### src/rtl/hdmi_video_out.sv
// Purpose : 480p HDMI video back end; upscales a 160x144 shade framebuffer 3x into a centred window.
// Latency : every output (DE/HS/VS/D/frame_start) trails the raster counters by exactly 3 cycles.
// Backpressure: none; the raster is free-running and the framebuffer RAM is read every cycle.
//
// Ports:
//   HDMI_TX_CLK  pixel clock (only clock)      rst          async active-high reset
//   fb_addr      framebuffer read address      fb_data      shade index, one cycle after fb_addr
//   bgp          palette, latched per frame    lcd_en       0 = window shows white, latched per frame
//   HDMI_TX_DE/HS/VS/D  transmitter pins       frame_start  pulse with output pixel (0,0)
//
// SRC_W/SRC_H describe the source picture (160x144 on the real system); they are
// exposed so reduced rasters can be built around a smaller source.

module hdmi_video_out #(
  parameter int          H_ACTIVE   = 720,
  parameter int          H_FP       = 16,
  parameter int          H_SYNC     = 62,
  parameter int          H_BP       = 60,
  parameter int          V_ACTIVE   = 480,
  parameter int          V_FP       = 9,
  parameter int          V_SYNC     = 6,
  parameter int          V_BP       = 30,
  parameter int          WIN_X      = 120,
  parameter int          WIN_Y      = 24,
  parameter logic [23:0] BORDER_RGB = 24'h000000,
  parameter int          SRC_W      = 160,
  parameter int          SRC_H      = 144
) (
  input  logic        HDMI_TX_CLK,
  input  logic        rst,
  output logic [14:0] fb_addr,
  input  logic [1:0]  fb_data,
  input  logic [7:0]  bgp,
  input  logic        lcd_en,
  output logic        HDMI_TX_DE,
  output logic        HDMI_TX_HS,
  output logic        HDMI_TX_VS,
  output logic [23:0] HDMI_TX_D,
  output logic        frame_start
);

  localparam int H_TOTAL = H_ACTIVE + H_FP + H_SYNC + H_BP;
  localparam int V_TOTAL = V_ACTIVE + V_FP + V_SYNC + V_BP;

  localparam logic [10:0] H_LAST  = 11'(H_TOTAL - 1);
  localparam logic [10:0] H_ACT   = 11'(H_ACTIVE);
  localparam logic [10:0] HS_BEG  = 11'(H_ACTIVE + H_FP);
  localparam logic [10:0] HS_END  = 11'(H_ACTIVE + H_FP + H_SYNC);
  localparam logic [10:0] WX_BEG  = 11'(WIN_X);
  localparam logic [10:0] WX_END  = 11'(WIN_X + 3 * SRC_W);
  localparam logic [10:0] WX_LAST = 11'(WIN_X + 3 * SRC_W - 1);

  localparam logic [9:0]  V_LAST  = 10'(V_TOTAL - 1);
  localparam logic [9:0]  V_ACT   = 10'(V_ACTIVE);
  localparam logic [9:0]  VS_BEG  = 10'(V_ACTIVE + V_FP);
  localparam logic [9:0]  VS_END  = 10'(V_ACTIVE + V_FP + V_SYNC);
  localparam logic [9:0]  WY_BEG  = 10'(WIN_Y);
  localparam logic [9:0]  WY_END  = 10'(WIN_Y + 3 * SRC_H);
  localparam logic [9:0]  WY_LAST = 10'(WIN_Y + 3 * SRC_H - 1);

  localparam logic [14:0] ROW_STEP = 15'(SRC_W);

  // Stage 0: raster counters and upscale sub-counters
  logic [10:0] hcnt_q, hcnt_d;
  logic [9:0]  vcnt_q, vcnt_d;
  logic [1:0]  sub_x_q, sub_x_d;    // column repeat phase 0..2
  logic [7:0]  gx_q, gx_d;          // source column
  logic [1:0]  sub_y_q, sub_y_d;    // line repeat phase 0..2
  logic [14:0] row_base_q, row_base_d;  // gy*SRC_W, kept by accumulation

  // Stage 1: address and delayed raster flags
  logic [14:0] fb_addr_q, fb_addr_d;
  logic        s1_de_q, s1_de_d;
  logic        s1_hs_q, s1_hs_d;
  logic        s1_vs_q, s1_vs_d;
  logic        s1_win_q, s1_win_d;
  logic        s1_fs_q, s1_fs_d;

  // Stage 2: flags aligned with fb_data
  logic        s2_de_q, s2_de_d;
  logic        s2_hs_q, s2_hs_d;
  logic        s2_vs_q, s2_vs_d;
  logic        s2_win_q, s2_win_d;
  logic        s2_fs_q, s2_fs_d;

  // Per-frame captured controls
  logic [7:0]  pal_q, pal_d;
  logic        lcd_on_q, lcd_on_d;

  // Stage 3: registered outputs
  logic        de_q, de_d;
  logic        hs_q, hs_d;
  logic        vs_q, vs_d;
  logic [23:0] rgb_q, rgb_d;
  logic        fs_q, fs_d;

  logic        line_end;
  logic        frame_wrap;
  logic        x_win;
  logic        y_win;
  logic [1:0]  shade;
  logic [23:0] win_rgb;

  always_comb begin
    line_end   = (hcnt_q == H_LAST);
    frame_wrap = line_end && (vcnt_q == V_LAST);
    x_win      = (hcnt_q >= WX_BEG) && (hcnt_q < WX_END);
    y_win      = (vcnt_q >= WY_BEG) && (vcnt_q < WY_END);

    hcnt_d = hcnt_q + 11'd1;
    vcnt_d = vcnt_q;
    if (line_end) begin
      hcnt_d = '0;
      vcnt_d = (vcnt_q == V_LAST) ? 10'd0 : vcnt_q + 10'd1;
    end

    // Horizontal sub-counters describe the current column and sit at 0
    // outside the window, so the first window column always fetches gx=0.
    sub_x_d = sub_x_q;
    gx_d    = gx_q;
    if (x_win) begin
      if (hcnt_q == WX_LAST) begin
        sub_x_d = '0;
        gx_d    = '0;
      end else if (sub_x_q == 2'd2) begin
        sub_x_d = '0;
        gx_d    = gx_q + 8'd1;
      end else begin
        sub_x_d = sub_x_q + 2'd1;
      end
    end

    // Vertical sub-counters advance at the end of each window line.
    sub_y_d    = sub_y_q;
    row_base_d = row_base_q;
    if (line_end && y_win) begin
      if (vcnt_q == WY_LAST) begin
        sub_y_d    = '0;
        row_base_d = '0;
      end else if (sub_y_q == 2'd2) begin
        sub_y_d    = '0;
        row_base_d = row_base_q + ROW_STEP;
      end else begin
        sub_y_d = sub_y_q + 2'd1;
      end
    end

    fb_addr_d = (x_win && y_win) ? (row_base_q + {7'd0, gx_q}) : 15'd0;
    s1_de_d   = (hcnt_q < H_ACT) && (vcnt_q < V_ACT);
    s1_hs_d   = !((hcnt_q >= HS_BEG) && (hcnt_q < HS_END));
    s1_vs_d   = !((vcnt_q >= VS_BEG) && (vcnt_q < VS_END));
    s1_win_d  = x_win && y_win;
    s1_fs_d   = (hcnt_q == 11'd0) && (vcnt_q == 10'd0);

    s2_de_d  = s1_de_q;
    s2_hs_d  = s1_hs_q;
    s2_vs_d  = s1_vs_q;
    s2_win_d = s1_win_q;
    s2_fs_d  = s1_fs_q;

    // Palette and enable only change at the raster wrap; the last lines of a
    // frame are blanking, so no visible pixel sees a mixed setting.
    pal_d    = frame_wrap ? bgp : pal_q;
    lcd_on_d = frame_wrap ? lcd_en : lcd_on_q;
  end

  always_comb begin
    case (fb_data)
      2'd0:    shade = pal_q[1:0];
      2'd1:    shade = pal_q[3:2];
      2'd2:    shade = pal_q[5:4];
      default: shade = pal_q[7:6];
    endcase
    case (shade)
      2'd0:    win_rgb = 24'hFFFFFF;
      2'd1:    win_rgb = 24'hAAAAAA;
      2'd2:    win_rgb = 24'h555555;
      default: win_rgb = 24'h000000;
    endcase

    rgb_d = 24'h000000;
    if (s2_de_q) begin
      if (!s2_win_q)      rgb_d = BORDER_RGB;
      else if (!lcd_on_q) rgb_d = 24'hFFFFFF;
      else                rgb_d = win_rgb;
    end
    de_d = s2_de_q;
    hs_d = s2_hs_q;
    vs_d = s2_vs_q;
    fs_d = s2_fs_q;
  end

  always_ff @(posedge HDMI_TX_CLK or posedge rst) begin
    if (rst) begin
      hcnt_q     <= '0;
      vcnt_q     <= '0;
      sub_x_q    <= '0;
      gx_q       <= '0;
      sub_y_q    <= '0;
      row_base_q <= '0;
      fb_addr_q  <= '0;
      s1_de_q    <= 1'b0;
      s1_hs_q    <= 1'b1;
      s1_vs_q    <= 1'b1;
      s1_win_q   <= 1'b0;
      s1_fs_q    <= 1'b0;
      s2_de_q    <= 1'b0;
      s2_hs_q    <= 1'b1;
      s2_vs_q    <= 1'b1;
      s2_win_q   <= 1'b0;
      s2_fs_q    <= 1'b0;
      pal_q      <= 8'hE4;
      lcd_on_q   <= 1'b0;
      de_q       <= 1'b0;
      hs_q       <= 1'b1;
      vs_q       <= 1'b1;
      rgb_q      <= '0;
      fs_q       <= 1'b0;
    end else begin
      hcnt_q     <= hcnt_d;
      vcnt_q     <= vcnt_d;
      sub_x_q    <= sub_x_d;
      gx_q       <= gx_d;
      sub_y_q    <= sub_y_d;
      row_base_q <= row_base_d;
      fb_addr_q  <= fb_addr_d;
      s1_de_q    <= s1_de_d;
      s1_hs_q    <= s1_hs_d;
      s1_vs_q    <= s1_vs_d;
      s1_win_q   <= s1_win_d;
      s1_fs_q    <= s1_fs_d;
      s2_de_q    <= s2_de_d;
      s2_hs_q    <= s2_hs_d;
      s2_vs_q    <= s2_vs_d;
      s2_win_q   <= s2_win_d;
      s2_fs_q    <= s2_fs_d;
      pal_q      <= pal_d;
      lcd_on_q   <= lcd_on_d;
      de_q       <= de_d;
      hs_q       <= hs_d;
      vs_q       <= vs_d;
      rgb_q      <= rgb_d;
      fs_q       <= fs_d;
    end
  end

  assign fb_addr     = fb_addr_q;
  assign HDMI_TX_DE  = de_q;
  assign HDMI_TX_HS  = hs_q;
  assign HDMI_TX_VS  = vs_q;
  assign HDMI_TX_D   = rgb_q;
  assign frame_start = fs_q;

endmodule

### config.mk
export PLATFORM = sky130hd
export DESIGN_NAME = hdmi_video_out
export DESIGN_NICKNAME = d
export VERILOG_FILES = /design/src/rtl/hdmi_video_out.sv
export SDC_FILE = /design/constraint.sdc
export NUM_CORES = 1
export LEC_CHECK = 0
export ABC_AREA = 1
export BUFFER_PORTS_ARGS = -buffer_cell sky130_fd_sc_hd__buf_2
export CORE_MARGIN = 1.5
export CORE_UTILIZATION = 30
export CTS_BUF_LIST = sky130_fd_sc_hd__clkbuf_8 sky130_fd_sc_hd__clkbuf_16
export DETAILED_ROUTE_END_ITERATION = 12
export HOLD_SLACK_MARGIN = 0.12
export PLACE_DENSITY = 0.51
export SLEW_MARGIN = 20
export SYNTH_ARGS = -nofsm -noshare
export SYNTH_HDL_FRONTEND = slang
export SYNTH_SLANG_ARGS = --single-unit
### constraint.sdc
create_clock -name HDMI_TX_CLK -period 3.2 [get_ports HDMI_TX_CLK]
set_clock_uncertainty 0.15 [all_clocks]
set_input_delay 0.64 -clock HDMI_TX_CLK [delete_from_list [all_inputs] [get_ports HDMI_TX_CLK]]
set_output_delay 0.64 -clock HDMI_TX_CLK [all_outputs]
set_load 0.03 [all_outputs]
==> results.cfg, run 1 <==
[power]
p_clk_frac = 0.500
power_mw = 2.18
p_int_mw = 1.74
leakagePower_nw = 2.76
comb_power_share = 0.018
max-vdd-ir-drop_uv = 239
power.switching_mw = 0.440
switching_share = 0.202
pwr-share-seq = 0.483
power.density_nw_per_um2 = 413

[sta]
fin_crit_ns = 2.06
max_freq_mhz = 485
hold_ws_ns = 0.197
tightest_slew_ns = 0.642
tns_ns = 0
maxSlewHeadroom = 0.571
rsz0062_at_grt = false
setup_viol = 0
final_hold_viol_count = 0
drv_slew = 0
min_period_over_period = 0.645

[clocking]
cts_buffers = 9
cts_setup_buffers = 0
ctsResizeCount = 0
clock_latency_ns = 0.34
clock_sinks = 83
cts.path.max_buffers = 2
postCtsHoldBufs = 0
cts.clk_slew.worst_paths_ns = 0.06
cts_tree = done
htree_levels = 3
clockRootBuffer = clkbuf_16

[layout]
final_cell_mix = 183 x nand2_1, 74 x inv_1, 73 x dfrtp_1
drive_above_1_share = 0.161
final_common_cell = nand2_1
nets = 665
stdcell_count = 832
antennaDiodeCount = 0
final_cell_area_um2 = 5270
syn_to_final_growth_pct = 14.0

[detailed_routing]
routed_wl_um = 9520
wl_per_cell_um = 11.4
via_per_inst = 4.49
drc = 0
vias = 3733
dr.first_iter.drc_count = 290
ant_nets = 0
drt_pass1_iterations = 4

[synthesis]
syn-cell-area_um2 = 4620
synth_edf_count = 0
ys_warn_count = 0
async_reset_ff_frac = 1.00
synth_cell_types = 35
ys_top_cells_by_area = dfrtp_1 40%, nand2_1 15%, inv_1 5.9%
synth_largest_area_cell = dfrtp_1
synth_flop_cell = dfrtp_1
synthCells = 598
synthesis.nets = 624
ys_seq_elements = 83
synth.top_cell.area_share = 0.395
synth.avg_cell_area_um2 = 7.73
ys_seq_area_frac = 0.452

[place]
dpl_cell_area_um2 = 4950
portBuffers = 55
gp_congestion = 0.888
hpwl_um = 7110
dp_cells = 816

[critical_path]
crit_family = simple AND/OR/NAND/NOR gates
cpPeakStageDelay_ns = 0.44
criticalPathCategory = flop to flop
cp_cell_sequence = inv_1 > ha_1 > nand3_1 > nor2_1 > nand2_1 > nor2_1 > nand2_1 > o21ai_0
arrival_ns = 2.17
crit_slowest_cell = dfrtp_1
cp-start-kind = flop
critPathRequiredTime_ns = 3.31
cp_max_fo = 12
end_kind = flop
crit_buf_inv = 1

[die]
die_h_um = 127
die_x_um = 127
die_area_um2 = 16200
num_rows = 45
initial_core_util = 0.305
ios = 56
core_area_um2 = 15100

[hold_path]
hold_path_class = flop to flop

[grt]
grt_pass1_wl_um = 16700
grt_max_degree = 36
grt_pass1_vias = 3523
overflow = 0
grt_usage = 0.127
antenna_found_initial = 0

[flow_run]
drv_cap = 0

[outcome]
status = complete, no violations
-- Yosys cell counts, drive strengths merged, types with 7 or more instances --
cell,n
o21ai,34
nor2,76
dfrtp,73
a21oi,12
buf,27
nand3,40
nor3,14
dfstp,10
xor2,15
nand4,7
nand2,188
inv,74
ha,13
-- routing by layer --
layer,track usage,vias to the layer above,wire (um)
met5,0,-,0
met4,0.0535,0,188
met3,0.0209,14,325
met2,0.211,80,4400
met1,0.166,1713,4610
li1,-,1926,-
-- worst reg2reg max path, cell delays in order (launching register included) --
cell	delay, ns
dfrtp_1	0.44
inv_1	0.16
ha_1	0.20
nand3_1	0.09
nor2_1	0.15
nand2_1	0.30
nor2_1	0.32
nand2_1	0.08
o21ai_0	0.09
-- through the flow --
step,utilization,worst slack [ns]
after floorplan,-,0.290
after global placement,0.327,1.17
after detailed placement,0.327,1.11
after CTS,0.348,1.09
after global routing,0.348,0.912
final,0.348,1.14
-- worst paths after layout --
check | end | cells past startpoint | slack (ns) | start
hold / removal | s2_win_q$_DFF_PP0_ | 0 | 0.20 | s1_win_q$_DFF_PP0_
hold reg to reg | s2_win_q$_DFF_PP0_ | 0 | 0.20 | s1_win_q$_DFF_PP0_
min in group asynchronous | row_base_q[14]$_DFFE_PP0P_ | 2 | 0.21 | rst
setup reg to reg | pal_q[7]$_DFFE_PP1P_ | 8 | 1.14 | vcnt_q[0]$_DFFE_PP0N_
setup / recovery | pal_q[7]$_DFFE_PP1P_ | 8 | 1.14 | vcnt_q[0]$_DFFE_PP0N_
max in group asynchronous | s1_hs_q$_DFF_PP1_ | 3 | 1.96 | rst
-- cells by family (layout without fill, tap and decap cells) --
| group | Yosys count | count (layout) | share of synthesized area |
|---|---|---|---|
| buffers and inverters | 102 | 148 | 0.106 |
| adders and majority gates | 13 | 13 | 0.0352 |
| other | 1 | 1 | 0.000812 |
| AOI/OAI and AO/OA | 52 | 52 | 0.0615 |
| and+or+nand+nor | 330 | 330 | 0.312 |
| xor gates and xnor gates | 17 | 17 | 0.0322 |
| DFF | 83 | 83 | 0.452 |
-- layout make-up --
class	count	area, um^2
fill	1571	9880
sequential	83	2090
multi-input combinational	413	2040
timing repair buffer	57	303
inverter	75	284
tap	188	235
clock buffer	9	225
clock inverter	7	86.3
-- power groups by stage --
stage               combinational (mW)  clock [mW]  sequential, mW
floorplan                       0.0199           0            1.07
global placement                0.0397           0            1.07
detailed placement              0.0405           0            1.07
CTS                             0.0406        1.12            1.05
global route                    0.0450        1.17            1.05
finish                          0.0381        1.09            1.05
-- state kept, by name, summed over array words and instances, names as in the netlist, 2 cells and up --
name,flops
sub_x_q,2
sub_y_q,2
hcnt_q,11
vcnt_q,10
pal_q,8
gx_q,8
HDMI_TX_D,2
fb_addr,15
row_base_q,10
No activity file was read; power rests on OpenSTA's default activity.
==> run 2: changes to the inputs <==
--- a/config.mk
+++ b/config.mk
@@ -12,7 +12,7 @@
 export CTS_BUF_LIST = sky130_fd_sc_hd__clkbuf_8 sky130_fd_sc_hd__clkbuf_16
 export DETAILED_ROUTE_END_ITERATION = 12
 export HOLD_SLACK_MARGIN = 0.12
-export PLACE_DENSITY = 0.51
+export PLACE_DENSITY = 0.52
 export SLEW_MARGIN = 20
 export SYNTH_ARGS = -nofsm -noshare
 export SYNTH_HDL_FRONTEND = slang
==> constraint.sdc (replaced) <==
create_clock -name HDMI_TX_CLK -period 1.8 [get_ports HDMI_TX_CLK]
set_clock_uncertainty 0.15 [all_clocks]
set_input_delay 0.36 -clock HDMI_TX_CLK [delete_from_list [all_inputs] [get_ports HDMI_TX_CLK]]
set_output_delay 0.36 -clock HDMI_TX_CLK [all_outputs]
set_load 0.03 [all_outputs]
==> results.cfg, run 2 (synthesized netlist as in run 1, its figures left out) <==
[sta]
maxSlewHeadroom = 0.635
rsz0062_at_grt = true
min_period_over_period = 0.956
setup_viol = 0
tns_ns = 0
tightest_slew_ns = 0.547
fin_crit_ns = 1.72
max_freq_mhz = 581
drv_slew = 0
final_hold_viol_count = 0

[detailed_routing]
via_per_inst = 4.51
drt_pass1_iterations = 5
ant_nets = 0
routed_wl_um = 10200
drc = 0
vias = 3991
wl_per_cell_um = 11.5
dr.first_iter.drc_count = 297

[grt]
grt_pass1_vias = 3653
grt_max_degree = 39
antenna_found_initial = 0
grt_pass1_wl_um = 17000
overflow = 0
grt_usage = 0.129

[critical_path]
critPathRequiredTime_ns = 1.88
crit_family = simple AND/OR/NAND/NOR gates
cp_cell_sequence = inv_2 > ha_4 > inv_2 > nor2_4 > buf_6 > nand3_4 > nor2_4 > nand2_4 > nand2_2 > nand2_2
cp_max_fo = 6
crit_buf_inv = 3
cp-start-kind = flop
cpPeakStageDelay_ns = 0.40
arrival_ns = 1.80
end_kind = flop
crit_slowest_cell = dfrtp_1
criticalPathCategory = flop to flop

[die]
num_rows = 45
core_area_um2 = 15100
die_x_um = 127
die_h_um = 127
die_area_um2 = 16200
ios = 56
initial_core_util = 0.305

[place]
dp_cells = 851
portBuffers = 55
gp_congestion = 0.856
hpwl_um = 7330

[power]
leakagePower_nw = 3.03
power.density_nw_per_um2 = 687
p_clk_frac = 0.514
max-vdd-ir-drop_uv = 375
p_int_mw = 3.14
switching_share = 0.219
power_mw = 4.03
comb_power_share = 0.023
power.switching_mw = 0.883
pwr-share-seq = 0.463

[layout]
syn_to_final_growth_pct = 27.0
fillerInstances = 1528
nets = 717
largest_reg_flops = 15
stdcell_count = 884
drive_above_1_share = 0.250
final_cell_mix = 172 x nand2_1, 71 x dfrtp_1, 69 x inv_1
antennaDiodeCount = 0
final_common_cell = nand2_1
fin_util = 0.387

[clocking]
cts.path.max_buffers = 2
cts.clk_slew.worst_paths_ns = 0.07
clockRootBuffer = clkbuf_16
clock_latency_ns = 0.34
cts_buffers = 9
clock_sinks = 83
htree_levels = 3
cts_tree = done

[outcome]
status = complete, no violations

[flow_run]
drv_cap = 0

[hold_path]
hold_path_class = flop to flop
## run 2: layout make-up
cell class / count / area [um^2] / area share
Tap cell: 188 / 235 / 0.0401
Inverter: 75 / 287 / 0.0488
Clock inverter: 7 / 108 / 0.0183
Timing Repair Buffer: 107 / 744 / 0.127
Clock buffer: 9 / 225 / 0.0384
Sequential cell: 83 / 2090 / 0.357
Multi-Input combinational cell: 415 / 2180 / 0.371
## run 2: power by group through the flow
stage | registers [mW] | clock network [mW] | logic (mW)
2_1_floorplan | 1.90 | 0 | 0.0359
3_3_place_gp | 1.90 | 0 | 0.0755
5_1_grt | 1.86 | 2.19 | 0.105
3_5_place_dp | 1.90 | 0 | 0.0777
4_1_cts | 1.87 | 2.12 | 0.0945
6_report | 1.87 | 2.07 | 0.0907
## run 2: path summary, 6_finish.rpt
path	startpoint	endpoint	depth (start not counted)	slack (ns)
max	hcnt_q[1]$_DFF_PP0_	row_base_q[5]$_DFFE_PP0P_	10	0.08
min in group asynchronous	rst	fb_addr[0]$_DFF_PP0_	3	0.47
max reg2reg	hcnt_q[1]$_DFF_PP0_	row_base_q[5]$_DFFE_PP0P_	10	0.08
min	s1_de_q$_DFF_PP0_	de_d$_DFF_PP0_	0	0.20
min reg2reg	s1_de_q$_DFF_PP0_	de_d$_DFF_PP0_	0	0.20
max in group asynchronous	rst	s1_hs_q$_DFF_PP1_	4	0.45
## run 2: timing repair
item                       CTS  global route
hold buffers                10             0
setup endpoints to repair   14            45
pin swaps                    1            10
buffers inserted             1             4
gates cloned                 0             2
hold endpoints to repair    23             0
gates resized for setup      1            36
## run 2: worst register-to-register path, stage by stage (launching register included)
cell and delay (ns):
dfrtp_1 0.40, inv_2 0.09, ha_4 0.13, inv_2 0.03
nor2_4 0.09, buf_6 0.12, nand3_4 0.10, nor2_4 0.24
nand2_4 0.12, nand2_2 0.09, nand2_2 0.04
## run 2: stage by stage
| step | setup slack (ns) | area, um^2 | hold WS, ns |
|---|---|---|---|
| final | 0.0792 | 5870 | 0.199 |
| after global routing | -0.0292 | 5870 | 0.207 |
| after CTS | 0.00489 | 5700 | 0.199 |
| after detailed placement | -0.0165 | 5260 | 0.189 |
| after global placement | -0.00532 | 5260 | 0.191 |
| after floorplan | 0.135 | 4620 | 0.181 |
## run 2: layer usage
layer | GRT usage | share of wire | vias to the layer above
met4 | 0.0475 | 0.012 | 0
met5 | 0 | 0 | -
li1 | - | - | 2049
met1 | 0.175 | 0.49 | 1846
met3 | 0.0222 | 0.029 | 9
met2 | 0.208 | 0.47 | 87
==> run 3: changes to the inputs <==
--- a/config.mk
+++ b/config.mk
@@ -7,7 +7,6 @@
 export LEC_CHECK = 0
 export ABC_AREA = 1
 export BUFFER_PORTS_ARGS = -buffer_cell sky130_fd_sc_hd__buf_2
-export CORE_MARGIN = 1.5
 export CORE_UTILIZATION = 30
 export CTS_BUF_LIST = sky130_fd_sc_hd__clkbuf_8 sky130_fd_sc_hd__clkbuf_16
 export DETAILED_ROUTE_END_ITERATION = 12
==> results.cfg, run 3 (synthesized netlist as in run 1, its figures left out) <==
[critical_path]
rr_startpoint = hcnt_q[1]$_DFF_PP0_
cpMostUsedCell = buf_6
arrival_ns = 1.88
crit_buf_inv = 4
critPathRequiredTime_ns = 1.93
r2r_slack_ns = 0.05
crit_family = simple AND/OR/NAND/NOR gates
cp_max_fo = 5
cp-start-kind = flop
cpPeakStageDelay_ns = 0.40
criticalPathCategory = flop to flop
r2r-end = row_base_q[10]$_DFFE_PP0P_
crit_slowest_cell = dfrtp_1
r2r_cells = 10
cp_cell_sequence = inv_2 > ha_4 > inv_1 > nor2_2 > buf_6 > nand3_4 > nor2_4 > buf_6 > nand3_1 > nand2_1
end_kind = flop

[detailed_routing]
wl_met1_um = 5170
dr.first_iter.drc_count = 309
wl_per_cell_um = 11.8
drt_pass1_iterations = 5
ant_nets = 0
via_per_inst = 4.51
vias = 4016
dr.max_layer_used = met4
routed_wl_um = 10500
drc = 0
met3WireLength_um = 289
met2_length_um = 4930

[grt]
grt_pass1_wl_um = 17600
grt_usage = 0.137
antenna_found_initial = 0
grt_pass1_vias = 3810
grt_max_degree = 84
overflow = 0

[power]
p_int_mw = 3.05
max-vdd-ir-drop_uv = 361
power_mw = 3.87
comb_power_share = 0.022
leakagePower_nw = 3.08
power.density_nw_per_um2 = 651
pwr-share-seq = 0.482
switching_share = 0.211
power.switching_mw = 0.817
p_clk_frac = 0.496

[sta]
final_hold_viol_count = 0
fin_crit_ns = 1.75
setup_viol = 0
drv_slew = 0
min_period_over_period = 0.972
rsz0062_at_grt = true
max_freq_mhz = 571

[layout]
largest_reg_flops = 15
antennaDiodeCount = 0
nets = 727
final_common_cell = nand2_1
syn_to_final_growth_pct = 28.6
fin_util = 0.403
drive_above_1_share = 0.259
final_cell_area_um2 = 5940
final_cell_mix = 175 x nand2_1, 71 x dfrtp_1, 67 x inv_1

[clocking]
cts.clk_slew.worst_paths_ns = 0.06
cts_buffers = 9
clock_sinks = 83
cts_tree = done
htree_levels = 3
clock_latency_ns = 0.34
clockRootBuffer = clkbuf_16
cts.path.max_buffers = 2

[place]
portBuffers = 55
dpl_cell_area_um2 = 5240
gp_congestion = 0.853
hpwl_um = 7370

[die]
die_h_um = 126
num_rows = 44
die_x_um = 126
initial_core_util = 0.313
die_area_um2 = 15900
core_area_um2 = 14800
ios = 56

[flow_run]
drv_cap = 0

[hold_path]
min_to = fs_d$_DFF_PP0_
holdPathStages = 0
hold_path_class = flop to flop
hp-start = s1_fs_q$_DFF_PP0_

[outcome]
status = complete, no violations
run 3: cell count changes in the layout (fill, tap and decap cells not counted), sizes merged, moves of 3 or more:
cell    delta
buf        +8
clkbuf     +3
clkinv     +3
inv        -3
run 3: worst register-to-register path, cell delays in order (launching register included):
cell and delay [ns]:
dfrtp_1 0.40, inv_2 0.08, ha_4 0.11, inv_1 0.04, nor2_2 0.13, buf_6 0.13, nand3_4 0.10, nor2_4 0.25
buf_6 0.14, nand3_1 0.07, nand2_1 0.08
run 3: layer usage:
layer  vias up  GRT usage
li1       2059          -
met5         -          0
met1      1865      0.184
met2        84      0.221
met3         8     0.0246
met4         0     0.0475
run 3: area by class of cell:
class	count	area, um^2
fillers	1482	8810
multi-input cells	416	2190
flip-flops and latches	83	2090
repair buffers	116	836
inverters	75	287
clock buffers	11	253
well taps	184	230
clock inverters	5	61.3
run 3: power groups by stage:
| stage | Combinational [mW] | Clock [mW] | Sequential [mW] |
|---|---|---|---|
| CTS | 0.0875 | 1.99 | 1.87 |
| finish | 0.0836 | 1.92 | 1.87 |
| global route | 0.0981 | 2.05 | 1.86 |
| global placement | 0.0696 | 0 | 1.90 |
| floorplan | 0.0359 | 0 | 1.90 |
| detailed placement | 0.0709 | 0 | 1.90 |
run 3: how the worst max path moves through the flow:
stage | to | slack [ns] | start | cells past startpoint
3_5_place_dp | pal_q[7]$_DFFE_PP1P_ | -0.06 | vcnt_q[0]$_DFFE_PP0N_ | 8
2_1_floorplan | fb_addr[8]$_DFF_PP0_ | 0.14 | gx_q[6]$_DFFE_PP0P_ | 9
3_3_place_gp | pal_q[6]$_DFFE_PP1P_ | -0.01 | vcnt_q[0]$_DFFE_PP0N_ | 8
4_1_cts | row_base_q[13]$_DFFE_PP0P_ | 0.02 | hcnt_q[1]$_DFF_PP0_ | 10
6_report | row_base_q[10]$_DFFE_PP0P_ | 0.05 | hcnt_q[1]$_DFF_PP0_ | 10
5_1_grt | row_base_q[13]$_DFFE_PP0P_ | -0.08 | hcnt_q[1]$_DFF_PP0_ | 10
run 3: what timing repair did:
item                                    in CTS  in global routing
gates cloned                                 0                  4
gates resized for setup                      2                 44
setup buffers                                2                 11
hold buffers                                10                  0
endpoints found under the setup margin      14                 46
endpoints found under the hold margin       82                  0
pin swaps                                    1                  9
run 3: metrics by stage:
step / worst slack (ns) / setup TNS, ns / hold slack (ns) / std cells
2_1_floorplan: 0.135 / 0 / 0.181 / 598
3_3_place_gp: -0.0120 / -0.0324 / 0.183 / 847
3_5_place_dp: -0.0596 / -0.220 / 0.186 / 847
6_report: 0.0500 / 0 / 0.196 / 890
4_1_cts: 0.0207 / 0 / 0.200 / 875
5_1_grt: -0.0772 / -0.544 / 0.202 / 890
